$ cat src/rtl/store_merge_unit_if.sv
// store_merge_unit_if
// Bundles the request and memory signals of the store merge unit.
//   start/size/addr/b_out : store request from the control unit
//   mem_rdata             : read data returned by memory
//   mem_addr/mem_rd/mem_wr/mem_wdata : memory command side
//   busy/done/store_exception        : status back to the control unit
// The master modport is the environment (control unit plus memory).
// The slave modport is the store merge unit itself.
interface store_merge_unit_if #(
   parameter int DATA_WIDTH = 32,
   parameter int ADDR_WIDTH = 32
);
   logic                  start;
   logic [1:0]            size;
   logic [ADDR_WIDTH-1:0] addr;
   logic [DATA_WIDTH-1:0] b_out;
   logic [DATA_WIDTH-1:0] mem_rdata;
   logic [ADDR_WIDTH-1:0] mem_addr;
   logic                  mem_rd;
   logic                  mem_wr;
   logic [DATA_WIDTH-1:0] mem_wdata;
   logic                  busy;
   logic                  done;
   logic                  store_exception;

   modport master (
      output start, size, addr, b_out, mem_rdata,
      input  mem_addr, mem_rd, mem_wr, mem_wdata, busy, done, store_exception
   );

   modport slave (
      input  start, size, addr, b_out, mem_rdata,
      output mem_addr, mem_rd, mem_wr, mem_wdata, busy, done, store_exception
   );
endinterface

$ cat src/rtl/store_merge_unit.sv
// store_merge_unit
// Performs the memory side of a store for the multicycle datapath.
// Full-word stores are written straight out. Byte and halfword stores
// read the target word, merge the new lanes and write the word back.
// Illegal sizes and misaligned stores raise a one-cycle store_exception
// pulse and never touch memory.
// Ports:
//   clk   : single clock, rising edge
//   reset : synchronous, active-high
//   bus   : store_merge_unit_if slave modport (request, memory, status)
module store_merge_unit #(
   parameter int DATA_WIDTH  = 32,
   parameter int ADDR_WIDTH  = 32,
   parameter int MEM_LATENCY = 1
) (
   input  logic              clk,
   input  logic              reset,
   store_merge_unit_if.slave bus
);

   localparam int LANES = DATA_WIDTH / 8;
   localparam int OFF   = $clog2(LANES);
   localparam int CNT_W = (MEM_LATENCY > 1) ? $clog2(MEM_LATENCY) : 1;

   localparam logic [1:0] SZ_BYTE = 2'b00;
   localparam logic [1:0] SZ_HALF = 2'b01;
   localparam logic [1:0] SZ_WORD = 2'b10;

   typedef enum logic [2:0] {
      S_IDLE,
      S_READ,
      S_WAIT,
      S_WRITE,
      S_DONE,
      S_FAULT
   } state_t;

   state_t                r_state;
   state_t                w_nextState;
   logic [1:0]            r_size;
   logic [ADDR_WIDTH-1:0] r_addr;
   logic [DATA_WIDTH-1:0] r_data;
   logic [DATA_WIDTH-1:0] r_wdata;
   logic [CNT_W-1:0]      r_count;

   logic                  w_illegal;
   logic [OFF-1:0]        w_offset;
   logic [DATA_WIDTH-1:0] w_merged;
   logic                  w_memRd;
   logic                  w_memWr;
   logic                  w_done;
   logic                  w_exc;
   logic                  w_busy;

   // Legality is judged on the live request inputs because it only
   // matters in the IDLE cycle where start is sampled. A halfword whose
   // first lane is the top lane would spill into the next word.
   always_comb begin
      w_illegal = 1'b0;
      case (bus.size)
         SZ_BYTE: w_illegal = 1'b0;
         SZ_HALF: w_illegal = bus.addr[0] || (bus.addr[OFF-1:0] == OFF'(LANES - 1));
         SZ_WORD: w_illegal = (bus.addr[OFF-1:0] != '0);
         default: w_illegal = 1'b1;
      endcase
   end

   // Lane merge: start from the word read back from memory and overlay
   // the store bytes at the lane picked by the latched address offset.
   // The halfword upper lane never wraps because that case is illegal.
   assign w_offset = r_addr[OFF-1:0];

   always_comb begin
      w_merged = bus.mem_rdata;
      for (int k = 0; k < LANES; k++) begin
         if (k == int'(w_offset)) begin
            w_merged[8*k +: 8] = r_data[7:0];
         end
         if ((r_size == SZ_HALF) && (k == int'(w_offset) + 1)) begin
            w_merged[8*k +: 8] = r_data[15:8];
         end
      end
   end

   // State register; reset wins over everything, including a start
   // arriving in the same cycle, and abandons any read-modify-write.
   always_ff @(posedge clk) begin
      if (reset) begin
         r_state <= S_IDLE;
      end else begin
         r_state <= w_nextState;
      end
   end

   // Next-state and Moore output decode. Strobes come only from the
   // registered state, so start never reaches an output combinationally
   // and mem_rd/mem_wr are mutually exclusive by construction.
   always_comb begin
      w_nextState = r_state;
      w_memRd     = 1'b0;
      w_memWr     = 1'b0;
      w_done      = 1'b0;
      w_exc       = 1'b0;
      w_busy      = (r_state != S_IDLE);
      case (r_state)
         S_IDLE: begin
            if (bus.start) begin
               if (w_illegal) begin
                  w_nextState = S_FAULT;
               end else if (bus.size == SZ_WORD) begin
                  w_nextState = S_WRITE;
               end else begin
                  w_nextState = S_READ;
               end
            end
         end
         S_READ: begin
            w_memRd     = 1'b1;
            w_nextState = S_WAIT;
         end
         S_WAIT: begin
            if (r_count == '0) begin
               w_nextState = S_WRITE;
            end
         end
         S_WRITE: begin
            w_memWr     = 1'b1;
            w_nextState = S_DONE;
         end
         S_DONE: begin
            w_done      = 1'b1;
            w_nextState = S_IDLE;
         end
         S_FAULT: begin
            w_exc       = 1'b1;
            w_nextState = S_IDLE;
         end
         default: begin
            w_nextState = S_IDLE;
         end
      endcase
   end

   // Request latch, latency counter and write-data register. A full-word
   // store loads its data directly into the write register at accept time;
   // partial stores load it from the merge when the read data arrives.
   // The counter is loaded in READ so it holds MEM_LATENCY-1 on WAIT entry.
   always_ff @(posedge clk) begin
      if (reset) begin
         r_size  <= '0;
         r_addr  <= '0;
         r_data  <= '0;
         r_wdata <= '0;
         r_count <= '0;
      end else begin
         case (r_state)
            S_IDLE: begin
               if (bus.start) begin
                  r_size <= bus.size;
                  r_addr <= bus.addr;
                  r_data <= bus.b_out;
                  if (bus.size == SZ_WORD) begin
                     r_wdata <= bus.b_out;
                  end
               end
            end
            S_READ: begin
               r_count <= CNT_W'(MEM_LATENCY - 1);
            end
            S_WAIT: begin
               if (r_count == '0) begin
                  r_wdata <= w_merged;
               end else begin
                  r_count <= r_count - CNT_W'(1);
               end
            end
            default: begin
            end
         endcase
      end
   end

   // The memory always sees a word-aligned address.
   assign bus.mem_addr        = {r_addr[ADDR_WIDTH-1:OFF], {OFF{1'b0}}};
   assign bus.mem_rd          = w_memRd;
   assign bus.mem_wr          = w_memWr;
   assign bus.mem_wdata       = r_wdata;
   assign bus.busy            = w_busy;
   assign bus.done            = w_done;
   assign bus.store_exception = w_exc;

endmodule
$ cat src/flat_wrapper.sv
// flat-port wrapper written by rule: the top's interface ports become plain ports
module store_merge_unit_flat 
#(
   parameter int DATA_WIDTH  = 32,
   parameter int ADDR_WIDTH  = 32,
   parameter int MEM_LATENCY = 1
)
  (clk, reset, bus_start, bus_size, bus_addr, bus_b_out, bus_mem_rdata, bus_mem_addr, bus_mem_rd, bus_mem_wr, bus_mem_wdata, bus_busy, bus_done, bus_store_exception);
  store_merge_unit_if #(.DATA_WIDTH(DATA_WIDTH), .ADDR_WIDTH(ADDR_WIDTH)) bus_i ();
  input  logic clk;
  input  logic reset;
  input wire logic [$bits(bus_i.start)-1:0] bus_start;
  input wire logic [$bits(bus_i.size)-1:0] bus_size;
  input wire logic [$bits(bus_i.addr)-1:0] bus_addr;
  input wire logic [$bits(bus_i.b_out)-1:0] bus_b_out;
  input wire logic [$bits(bus_i.mem_rdata)-1:0] bus_mem_rdata;
  output wire logic [$bits(bus_i.mem_addr)-1:0] bus_mem_addr;
  output wire logic [$bits(bus_i.mem_rd)-1:0] bus_mem_rd;
  output wire logic [$bits(bus_i.mem_wr)-1:0] bus_mem_wr;
  output wire logic [$bits(bus_i.mem_wdata)-1:0] bus_mem_wdata;
  output wire logic [$bits(bus_i.busy)-1:0] bus_busy;
  output wire logic [$bits(bus_i.done)-1:0] bus_done;
  output wire logic [$bits(bus_i.store_exception)-1:0] bus_store_exception;
  assign bus_i.start = bus_start;
  assign bus_i.size = bus_size;
  assign bus_i.addr = bus_addr;
  assign bus_i.b_out = bus_b_out;
  assign bus_i.mem_rdata = bus_mem_rdata;
  assign bus_mem_addr = bus_i.mem_addr;
  assign bus_mem_rd = bus_i.mem_rd;
  assign bus_mem_wr = bus_i.mem_wr;
  assign bus_mem_wdata = bus_i.mem_wdata;
  assign bus_busy = bus_i.busy;
  assign bus_done = bus_i.done;
  assign bus_store_exception = bus_i.store_exception;
  store_merge_unit #(.DATA_WIDTH(DATA_WIDTH), .ADDR_WIDTH(ADDR_WIDTH), .MEM_LATENCY(MEM_LATENCY)) u_core (.clk(clk), .reset(reset), .bus(bus_i));
endmodule
$ cat config.mk
export PLATFORM = sky130hd
export DESIGN_NAME = store_merge_unit_flat
export DESIGN_NICKNAME = d
export VERILOG_FILES = /design/src/rtl/store_merge_unit_if.sv /design/src/rtl/store_merge_unit.sv /design/src/flat_wrapper.sv
export SDC_FILE = /design/constraint.sdc
export NUM_CORES = 1
export LEC_CHECK = 0
export CORE_MARGIN = 2
export CORE_UTILIZATION = 45
export DETAILED_ROUTE_END_ITERATION = 8
export DONT_BUFFER_PORTS = 1
export GPL_ROUTABILITY_DRIVEN = 0
export SLEW_MARGIN = 15
export SYNTH_ARGS = -nofsm -noshare
export SYNTH_HDL_FRONTEND = slang
export SYNTH_SLANG_ARGS = --single-unit
$ cat constraint.sdc
create_clock -name clk -period 4.7 [get_ports clk]
set_clock_uncertainty 0.1 [all_clocks]
set_input_delay 0.47 -clock clk [delete_from_list [all_inputs] [get_ports clk]]
set_output_delay 0.47 -clock clk [all_outputs]
set_load 0.01 [all_outputs]
==> metrics.md, run 1 <==
| Metric | Value |
|---|---|
| Status | finished, final reports clean |
| Die Y-Extent | 101.0 µm |
| First-pass GRT wire length | 17,040 µm |
| H-tree Lvls | 3 |
| Cell total after placement | 553 |
| Worst Tran Pin Value | 1.191 ns |
| Crit path launch type | flop |
| Fillcell total | around 940 |
| Setup Viol. Count Final | 0 |
| Setup CP Type | reg -> reg |
| Leak Pwr | 1.377 nW |
| Synth top area share | between 40% and 50% |
| Area of the die | 0.01019 mm² |
| CP Capture Type | flop |
| Hold crit path type | in -> reg |
| Bufs on Longest Clock Path | 2 |
| Worst r2r path cells | 4 |
| Post-synthesis sequential area ratio | between 40% and 50% |
| Worst-path fanout max | 32 |
| Clk slew on worst S/H paths | around 0.09 ns |
| Area of the multi-input gates | a little over 0.002 mm² |
| DP Area | just under 0.004 mm² |
| Count of clock tree sinks | 85 |
| Post-CTS Hold Buffers | 0 |
| Congestion Overflow GR | 0 |
| Min cycle time layout | 2.712 ns |
| Cells along the critical path | nor3b_4 -> o21ai_0 -> a21o_1 -> a311oi_2 |
| Max-cap violations | 0 |
| Worst Path Arrival | ~2.9 ns |
| Final Power | roughly 1.7 mW |
| Cells after Synth | 515 |
| DRC Markers | 0 |
| Synth warn | 0 |
| Initial antenna violation count | 0 |
| Num ports | between 150 and 200 |
| Clock Tree Root | clkbuf_8 |
| P&R area growth vs syn | -3.727% |
| Resized cells post-CTS | 0 |
| CTS tree | done |
| FF/Latch Area | about 0.0017 mm² |
| Final Max Slew Viols | 0 |
| Clock latency on the worst-skew pair | 0.36 ns |
| Cell Area, Synth | around 0.0042 mm² |
| Via-to-Cell Ratio | approximately 6 |
| Slew margin rel. | 20.48% |
| Post-Layout Inst Area | 0.004073 mm² |
| Post-CTS Setup Bufs | 0 |
| RSZ-0062 raised after global routing | false |
| Avg WL per Cell | between 20 and 25 µm |
| I/O Buffers | 0 |
| Final hold violation count | 0 |
| Worst path max stage delay | 1.06 ns |
| Dominant cells by area after synthesis | dfxtp_1 (40%), nand2_1 (13%), a311oi_2 (7.1%) |
| Critical path required time | about 5 ns |
| Non-filler instance count after layout | about 570 |
| Drt first pass iters | 5 |
| Hpwl dp | between 8000 and 9000 µm |
| Largest net degree at the start of global routing | just under 80 |
| Area leader, netlist | dfxtp_1 |
| Row count | 35 |
| Final WL | ~12,000 µm |
| Fin Setup TNS | 0 ns |
| Via count | 3,424 |
| Max Freq | between 300 and 400 MHz |
| Pwr/cell area | ~410 mW/mm² |
| Die Wd | 101.0 µm |
| GRT Total Usage | roughly 22% |
| DRT iter0 DRCs | about 170 |
| Synth cell types | 35 |
| Total CTS buffers | 9 |
| Hold Path Stages | 1 |
| Crit share post-route | between 50% and 60% |
| Fin nets | 554 |
| Final ANT Viol Nets | 0 |
| Initial Util | 46.00% |
| Ant. Diodes | 0 |
| Flops & latches, synth | 85 |
| Synth Area per Inst | ~8.2 µm² |
| Core ar. | a little over 0.009 mm² |
| Peak supply drop | 0.1612 mV |
| CP max-delay cell | nor3b_4 |
| Layout cells sized above 1 | under 10% |
| Vias in the first global route | ~3,100 |
state kept, by name (all words and copies together) (netlist names):
register and count:
u_core.bus.mem_wdata 32, u_core.r_addr 32, u_core.r_data 16, u_core.r_size 2
u_core.r_state 3
worst max-delay path, delay by kind of cell, from the launching register on:
kind,cells,cell delay (ns)
simple gates,1,1.06
flops,1,0.73
compound gates,3,0.72
metal layers:
metal | track usage (%) | vias to the layer above | part of all wire (%)
li1 | - | 1631 | -
met1 | 26.56 | 1604 | 40
met2 | 35.90 | 165 | 47
met3 | 7.975 | 24 | 10
met4 | 8.628 | 0 | 2.5
met5 | 0 | - | 0
layout by cell type, fill, tap and decap left out, drive strengths merged, types with 2 or more instances in the layout:
cell type  netlist  layout
conb             1       2
and3b            2       2
clkbuf          20      10
a311oi          25      25
dfxtp           85      85
mux2i            8       8
o21ai            8       8
nand2          147     147
o221ai          16      16
nor3             3       3
nor2b            2       2
o21a            19      19
nor3b            2       2
a31oi            8       8
a21o             8       8
nor2            30      30
a21oi           59      59
clkinv           0       3
a22o             8       8
and2             2       2
power breakdown:
| part | total, mW | internal (mW) | switching, mW | leakage [nW] |
|---|---|---|---|---|
| combinational | 0.282 | 0.107 | 0.175 | 0.588 |
| sequential | 0.891 | 0.792 | 0.0987 | 0.697 |
| clock | 0.508 | 0.240 | 0.267 | 0.0919 |
cell type report:
type / count / share of cell area [%]
multi-input cells: 356 / 50.29
flip-flops and latches: 85 / 41.78
inverters: 1 / 0.09217
clock inverters: 5 / 1.290
well taps: 111 / 3.410
clock buffers: 10 / 3.134
path summary, 6_finish.rpt:
| kind | slack [ns] | from | to |
|---|---|---|---|
| setup / recovery | 1.99 | u_core.r_state[1] | u_core.bus.mem_wdata[22] |
| hold / removal | 0.06 | reset | u_core.r_addr[1] |
| setup reg to reg | 1.99 | u_core.r_state[1] | u_core.bus.mem_wdata[22] |
| hold reg to reg | 0.37 | u_core.r_size[1] | u_core.r_size[1] |
logic make-up after synthesis:
group	after synthesis	share of synthesized area, %
muxes	8	1.893
and+or+nand+nor	192	18.60
AOI/OAI and AO/OA	154	27.65
DFF	85	40.22
other	1	0.08865
buffers and inverters	75	11.53
synth_stat cells:
library cell  count
a2111oi_0         1
a211oi_1          1
a21o_1            8
a21oi_1          59
a22o_1            8
a311oi_1          5
a311oi_2         20
a31oi_1           8
and2_1            2
and3b_1           2
buf_2             9
buf_4            38
buf_6             7
clkbuf_1         20
conb_1            1
dfxtp_1          85
inv_1             1
mux2i_1           8
nand2_1         147
nand2b_1          1
nand3_1           1
nand4bb_1         1
nor2_1           28
nor2_2            2
nor2b_1           2
nor3_1            2
nor3_2            1
nor3b_1           1
nor3b_4           1
o21a_1           18
o21a_2            1
o21ai_0           8
o21ba_2           1
o221ai_1         16
or2_2             1
stage by stage:
stage	setup WS, ns	util, %	hold WS (ns)
after floorplan	3.074	-	0.3367
after global placement	2.211	42.33	0.3527
after detailed placement	2.064	42.33	0.3589
after CTS	2.044	44.29	0.05933
after global routing	1.805	44.29	0.04300
final	1.988	44.29	0.06426
Power figures use the tool's default switching activity.
==> inputs of run 2 (changes only) <==
- clock period: 4.7 -> 2.3 ns (I/O delays scaled with it)
==> run 2 against run 1 <==
First-iteration DRC count shrank 20%. Clock power grew 130%. Final cell count grew 14%. Global-route usage grew 1.4 points. Via count grew 7.2%.
==> metrics.md, run 2 (synthesis results as in run 1) <==
| Metric | Value |
|---|---|
| Status | finished, final reports clean |
| Hold Path Stages | 2 (+1) |
| Clock Tree Root | clkbuf_8 |
| Crit share post-route | 86.37% (+29 points) |
| Hold crit path type | in -> reg |
| GRT Total Usage | 23.50% (+1.4 points) |
| Hpwl dp | 8094 µm (-0.45%) |
| Final Max Slew Viols | 0 (unchanged) |
| Total CTS buffers | 9 (unchanged) |
| Pwr/cell area | 755.6 mW/mm² (+83%) |
| DRT iter0 DRCs | 137 (-20%) |
| CTS tree | done |
| I/O Buffers | 0 (unchanged) |
| Origin of the critical flop-to-flop path | u_core.r_state[1] |
| Final ANT Viol Nets | 0 (unchanged) |
| Final hold violation count | 0 (unchanged) |
| Via count | 3,670 (+7.2%) |
| Final WL | 12,210 µm (+4.3%) |
| Clk slew on worst S/H paths | 0.09 ns (about the same) |
| Via-to-Cell Ratio | 5.681 (-5.8%) |
| Setup Viol. Count Final | 0 (unchanged) |
| Congestion Overflow GR | 0 (unchanged) |
| R2r setup slk | 0.31 ns (-1.67 ns) |
| WHS Endpoint | u_core.bus.mem_wdata[28] |
| Fin nets | 632 (+14%) |
| Area of the die | 0.01019 mm² (unchanged) |
| Most common cell after layout, fill and taps aside | nand2_1 |
| Bufs on Longest Clock Path | 2 (unchanged) |
| Max Freq | 503.4 MHz (+37%) |
| Largest net degree at the start of global routing | 77 (-2.5%) |
| Worst Tran Pin Value | 0.5834 ns (-0.6081 ns) |
| Slew margin rel. | 60.89% (+40 points) |
| Die Wd | 101.0 µm (unchanged) |
| Worst-path fanout max | 36 (+13%) |
| Max-cap violations | 0 (unchanged) |
| Clock latency on the worst-skew pair | 0.36 ns (about the same) |
| Peak supply drop | 0.3444 mV (+110%) |
| Drt first pass iters | 4 (-1) |
| P&R area growth vs syn | 16.65% |
| RSZ-0062 raised after global routing | false |
| Fin Setup TNS | 0 ns (unchanged) |
| Layout cells sized above 1 | 9.720% (+0.31 points) |
| CP Capture Type | flop |
| Ant. Diodes | 0 (unchanged) |
| First-pass GRT wire length | 18,530 µm (+8.7%) |
| Worst r2r path cells | 6 (+2) |
| Vias in the first global route | 3,481 (+12%) |
| Leak Pwr | 1.749 nW (+27%) |
| Core ar. | 0.009196 mm² (unchanged) |
| Post-Layout Inst Area | 0.004935 mm² (+21%) |
| Hold path start | bus_mem_rdata[28] |
| Worst Path Arrival | 2.16 ns (-0.73 ns) |
| Most frequent cells in the layout | nand2_1 (146), dfxtp_1 (85), dlygate4sd3_1 (69), a21oi_1 (59), nor2_1 (28) |
| Row count | 35 (unchanged) |
| Critical path required time | 2.48 ns (-2.39 ns) |
| Reg-to-reg endpoint | u_core.r_addr[18] |
| Initial antenna violation count | 0 (unchanged) |
| Min cycle time layout | 1.986 ns (-0.7252 ns) |
| DRC Markers | 0 (unchanged) |
| Setup CP Type | reg -> reg |
| Count of clock tree sinks | 85 (unchanged) |
| Num ports | 170 (unchanged) |
| Avg WL per Cell | 18.90 µm (-8.3%) |
| Die Y-Extent | 101.0 µm (unchanged) |
| H-tree Lvls | 3 (unchanged) |
| Initial Util | 46.00% (unchanged) |
| DP Area | 0.004003 mm² (+2.8%) |
| Resized cells post-CTS | 0 (unchanged) |
| Core Util, Final | 53.66% (+9.4 points) |
| Crit path launch type | flop |
## run 2: changes by cell type in the layout (fill, tap and decap cells not counted)
cell	previous run	this run
buf_4	0	4
buf_16	0	1
bufinv_16	1	2
clkinv_2	3	1
buf_12	0	4
dlygate4sd3_1	0	69
clkbuf_8	9	10
## run 2: timing repair
item | CTS | global route
setup buffers | 0 | 0
hold endpoints to repair | 77 | 0
hold buffers | 70 | 0
## run 2: through the flow
stage               setup WS, ns  hold slack [ns]  total power [mW]  instances
global route              0.2282          0.03370             3.918        646
CTS                       0.3167          0.04510             3.749        646
detailed placement        0.3426           0.2103             2.476        561
finish                    0.3135          0.04906             3.729        646
global placement          0.4730           0.2083             2.450        561
floorplan                 0.7788           0.2402             2.413        516
## run 2: power by group
group | total, mW | switching, mW | internal [mW] | leakage, nW
clock | 1.16 | 0.525 | 0.634 | 0.105
sequential | 1.81 | 0.194 | 1.62 | 0.697
combinational | 0.756 | 0.417 | 0.339 | 0.946
## run 2: area by class of cell
type | instances | area (µm²)
clock buffers | 11 | 141.4
clock inverters | 4 | 72.57
fillers | 849 | 4262
inverters | 1 | 3.754
multi-input cells | 356 | 2048
flip-flops and latches | 85 | 1702
well taps | 111 | 138.9
repair buffers | 78 | 828.3
## run 2: per-layer routing
metal  vias up  routed length (µm)  global-route usage, %
met5         -                   0                      0
met4         0                 200                  6.653
met3        15                 929                  7.212
met2       125                5904                  39.23
met1      1734                5175                  29.30
li1       1796                   -                      -
## run 2: how the worst max path moves through the flow
stage          slack [ns]              start                        to
2_1_floorplan        0.78  u_core.r_state[2]  u_core.bus.mem_wdata[10]
3_3_place_gp         0.47  u_core.r_state[1]         u_core.r_addr[18]
3_5_place_dp         0.34  u_core.r_state[1]         u_core.r_addr[10]
4_1_cts              0.32  u_core.r_state[1]         u_core.r_addr[10]
5_1_grt              0.23  u_core.r_state[1]         u_core.r_addr[25]
6_report             0.31  u_core.r_state[1]         u_core.r_addr[18]
## run 2: critical path, stage by stage, from the launching register on
cell and delay [ns]:
dfxtp_1 0.41, buf_4 0.21, nor3_1 0.29, and2_2 0.41, buf_12 0.23, nand2_1 0.08
a21oi_1 0.14
==> inputs of run 3 (changes only) <==
- CORE_ASPECT_RATIO: unset -> 1.75
==> run 3 against run 2 <==
Core utilization grew 1.5 points. Final cell count grew 1.4%. Worst setup slack lost 0.13 ns. First-iteration DRC count grew 34%. Clock power grew 29%. Largest cell class unchanged.
==> metrics.md, run 3 (synthesis results as in run 1) <==
| Metric | Value |
|---|---|
| Hpwl dp | 8540 µm (+5.5%) |
| Area of the die | 0.01022 mm² (+0.30%) |
| Leak Pwr | 1.780 nW (+1.8%) |
| DRC Markers | 0 (unchanged) |
| CP Capture Type | flop |
| Pwr/cell area | 810.5 mW/mm² (+7.3%) |
| Setup CP Type | reg -> reg |
| Die Y-Extent | 132.3 µm (+31%) |
| Num ports | 170 (unchanged) |
| Worst Tran Pin Value | 0.5557 ns (-0.02769 ns) |
| Worst Path Arrival | 2.25 ns (+0.09 ns) |
| Clock latency on the worst-skew pair | 0.34 ns (-0.02 ns) |
| Final Max Slew Viols | 0 (unchanged) |
| Slew margin rel. | 62.75% (+1.9 points) |
| Max-cap violations | 0 (unchanged) |
| Drt first pass iters | 4 (unchanged) |
| Setup Viol. Count Final | 0 (unchanged) |
| Peak supply drop | 0.4970 mV (+44%) |
| P&R area growth vs syn | 18.54% |
| GRT Total Usage | 24.13% (+0.63 points) |
| Ant. Diodes | 0 (unchanged) |
| Initial Util | 46.52% (+0.52 points) |
| Min cycle time layout | 2.121 ns (+0.1345 ns) |
| Worst path most repeated cell | buf_4 |
| Cells along the critical path | buf_4 -> nor3_1 -> nand2_2 -> buf_4 -> nand2_1 -> a21oi_1 -> dlygate4sd3_1 |
| CTS tree | done |
| Most common cell after layout, fill and taps aside | nand2_1 |
| Worst-path fanout max | 25 (-31%) |
| H-tree Lvls | 3 (unchanged) |
| Congestion Overflow GR | 0 (unchanged) |
| WHS | 0.01540 ns (-0.03366 ns) |
| Most frequent cells in the layout | nand2_1 (146), dfxtp_1 (85), dlygate4sd3_1 (66), a21oi_1 (59), nor2_1 (28) |
| Final ANT Viol Nets | 0 (unchanged) |
| Fillcell total | 864 (+1.8%) |
| Post-CTS Hold Buffers | 67 (-4.3%) |
| Initial antenna violation count | 0 (unchanged) |
| Core ar. | 0.009094 mm² (-1.1%) |
| DRT iter0 DRCs | 183 (+34%) |
| CP max-delay cell | dlygate4sd3_1 |
| Avg WL per Cell | 19.10 µm (+1.1%) |
| Fin Setup TNS | 0 ns (unchanged) |
| Row count | 46 (+31%) |
| First-pass GRT wire length | 19,200 µm (+3.6%) |
| Clock Tree Root | clkbuf_16 |
| Die Wd | 77.29 µm (-23%) |
| RSZ-0062 raised after global routing | false |
| Largest net degree at the start of global routing | 77 (unchanged) |
| I/O Buffers | 0 (unchanged) |
| CP top delay family | buffers and inverters |
| Clk slew on worst S/H paths | 0.07 ns (-0.02 ns) |
| Final hold violation count | 0 (unchanged) |
| Layout cells sized above 1 | 10.47% (+0.75 points) |
| Cell total after placement | 572 (+2.0%) |
| Fin nets | 631 (-0.16%) |
| Max Freq | 471.5 MHz (-6.3%) |
| Final WL | 12,510 µm (+2.5%) |
| Total CTS buffers | 9 (unchanged) |
| Vias in the first global route | 3,688 (+5.9%) |
| Bufs on Longest Clock Path | 2 (unchanged) |
| Crit path launch type | flop |
| Non-filler instance count after layout | 655 (+1.4%) |
| Worst path max stage delay | 0.57 ns (+0.16 ns) |
| Count of clock tree sinks | 85 (unchanged) |
| Post-CTS Setup Bufs | 0 (unchanged) |
| Status | finished, final reports clean |
| Hold crit path type | in -> reg |
| Post-Layout Inst Area | 0.005015 mm² (+1.6%) |
| Critical path required time | 2.43 ns (-0.05 ns) |
| Via-to-Cell Ratio | 5.660 (-0.38%) |
| CP Buf/Inv Count | 3 (+1) |
| Via count | 3,707 (+1.0%) |
| DP Area | 0.004016 mm² (+0.34%) |
| Crit share post-route | 92.22% (+5.8 points) |
| Final Power | 4.065 mW (+9.0%) |
| Resized cells post-CTS | 0 (unchanged) |
==> run 3: cell count changes in the layout (fill, tap and decap cells not counted) <==
cell           delta
buf_12            -1
buf_4             +3
bufinv_16         -1
clkbuf_1          -1
clkbuf_16         +9
clkbuf_8          -9
clkinv_2          -1
clkinv_4          +2
clkinvlp_4        +1
dlygate4sd3_1     -3
inv_6             +1
==> run 3: path summary, 6_finish.rpt <==
check,depth (start not counted),end,slack (ns),startpoint
worst min register to register,2,u_core.r_size[1],0.38,u_core.r_size[1]
worst max-delay path,7,u_core.r_addr[6],0.18,u_core.r_state[1]
worst max register to register,7,u_core.r_addr[6],0.18,u_core.r_state[1]
worst min-delay path,2,u_core.bus.mem_wdata[30],0.02,bus_b_out[30]
==> run 3: layout make-up <==
cell class                 instances  area (µm²)  share of cell area (%)
clock buffer                      10       239.0                   4.765
clock inverter                     6       71.32                   1.422
inverter                           1       3.754                 0.07485
multi-input combinational        356        2048                   40.84
sequential                        85        1702                   33.93
tap                              120       150.1                   2.994
timing repair buffer              77       800.8                   15.97
==> run 3: layer usage <==
layer / GRT usage (%) / wire, µm / share of wire [%]
met4: 13.59 / 522 / 4.2
met1: 24.86 / 4565 / 36
met2: 43.04 / 6428 / 51
met3: 6.712 / 996 / 8.0
met5: 0 / 0 / 0
==> run 3: worst register-to-register path: cells and delay by family (launching register included) <==
family	cells	cell delay, ns
buffers and inverters	3	1.00
and+or+nand+nor	3	0.56
DFF	1	0.31
AOI/OAI and AO/OA	1	0.06
==> run 3: metrics by stage <==
step | utilization, % | worst slack, ns
after detailed placement | 44.17 | 0.4936
after global routing | 55.15 | 0.04910
final | 55.15 | 0.1790
after CTS | 55.15 | 0.2075
after floorplan | - | 0.7788
after global placement | 44.17 | 0.5195
==> run 3: power breakdown <==
group	total (mW)	leakage (nW)	internal (mW)	switching, mW
clock network	1.50	0.145	0.878	0.619
logic	0.758	0.937	0.332	0.427
registers	1.81	0.697	1.62	0.188
total	4.06	1.78	2.83	1.23
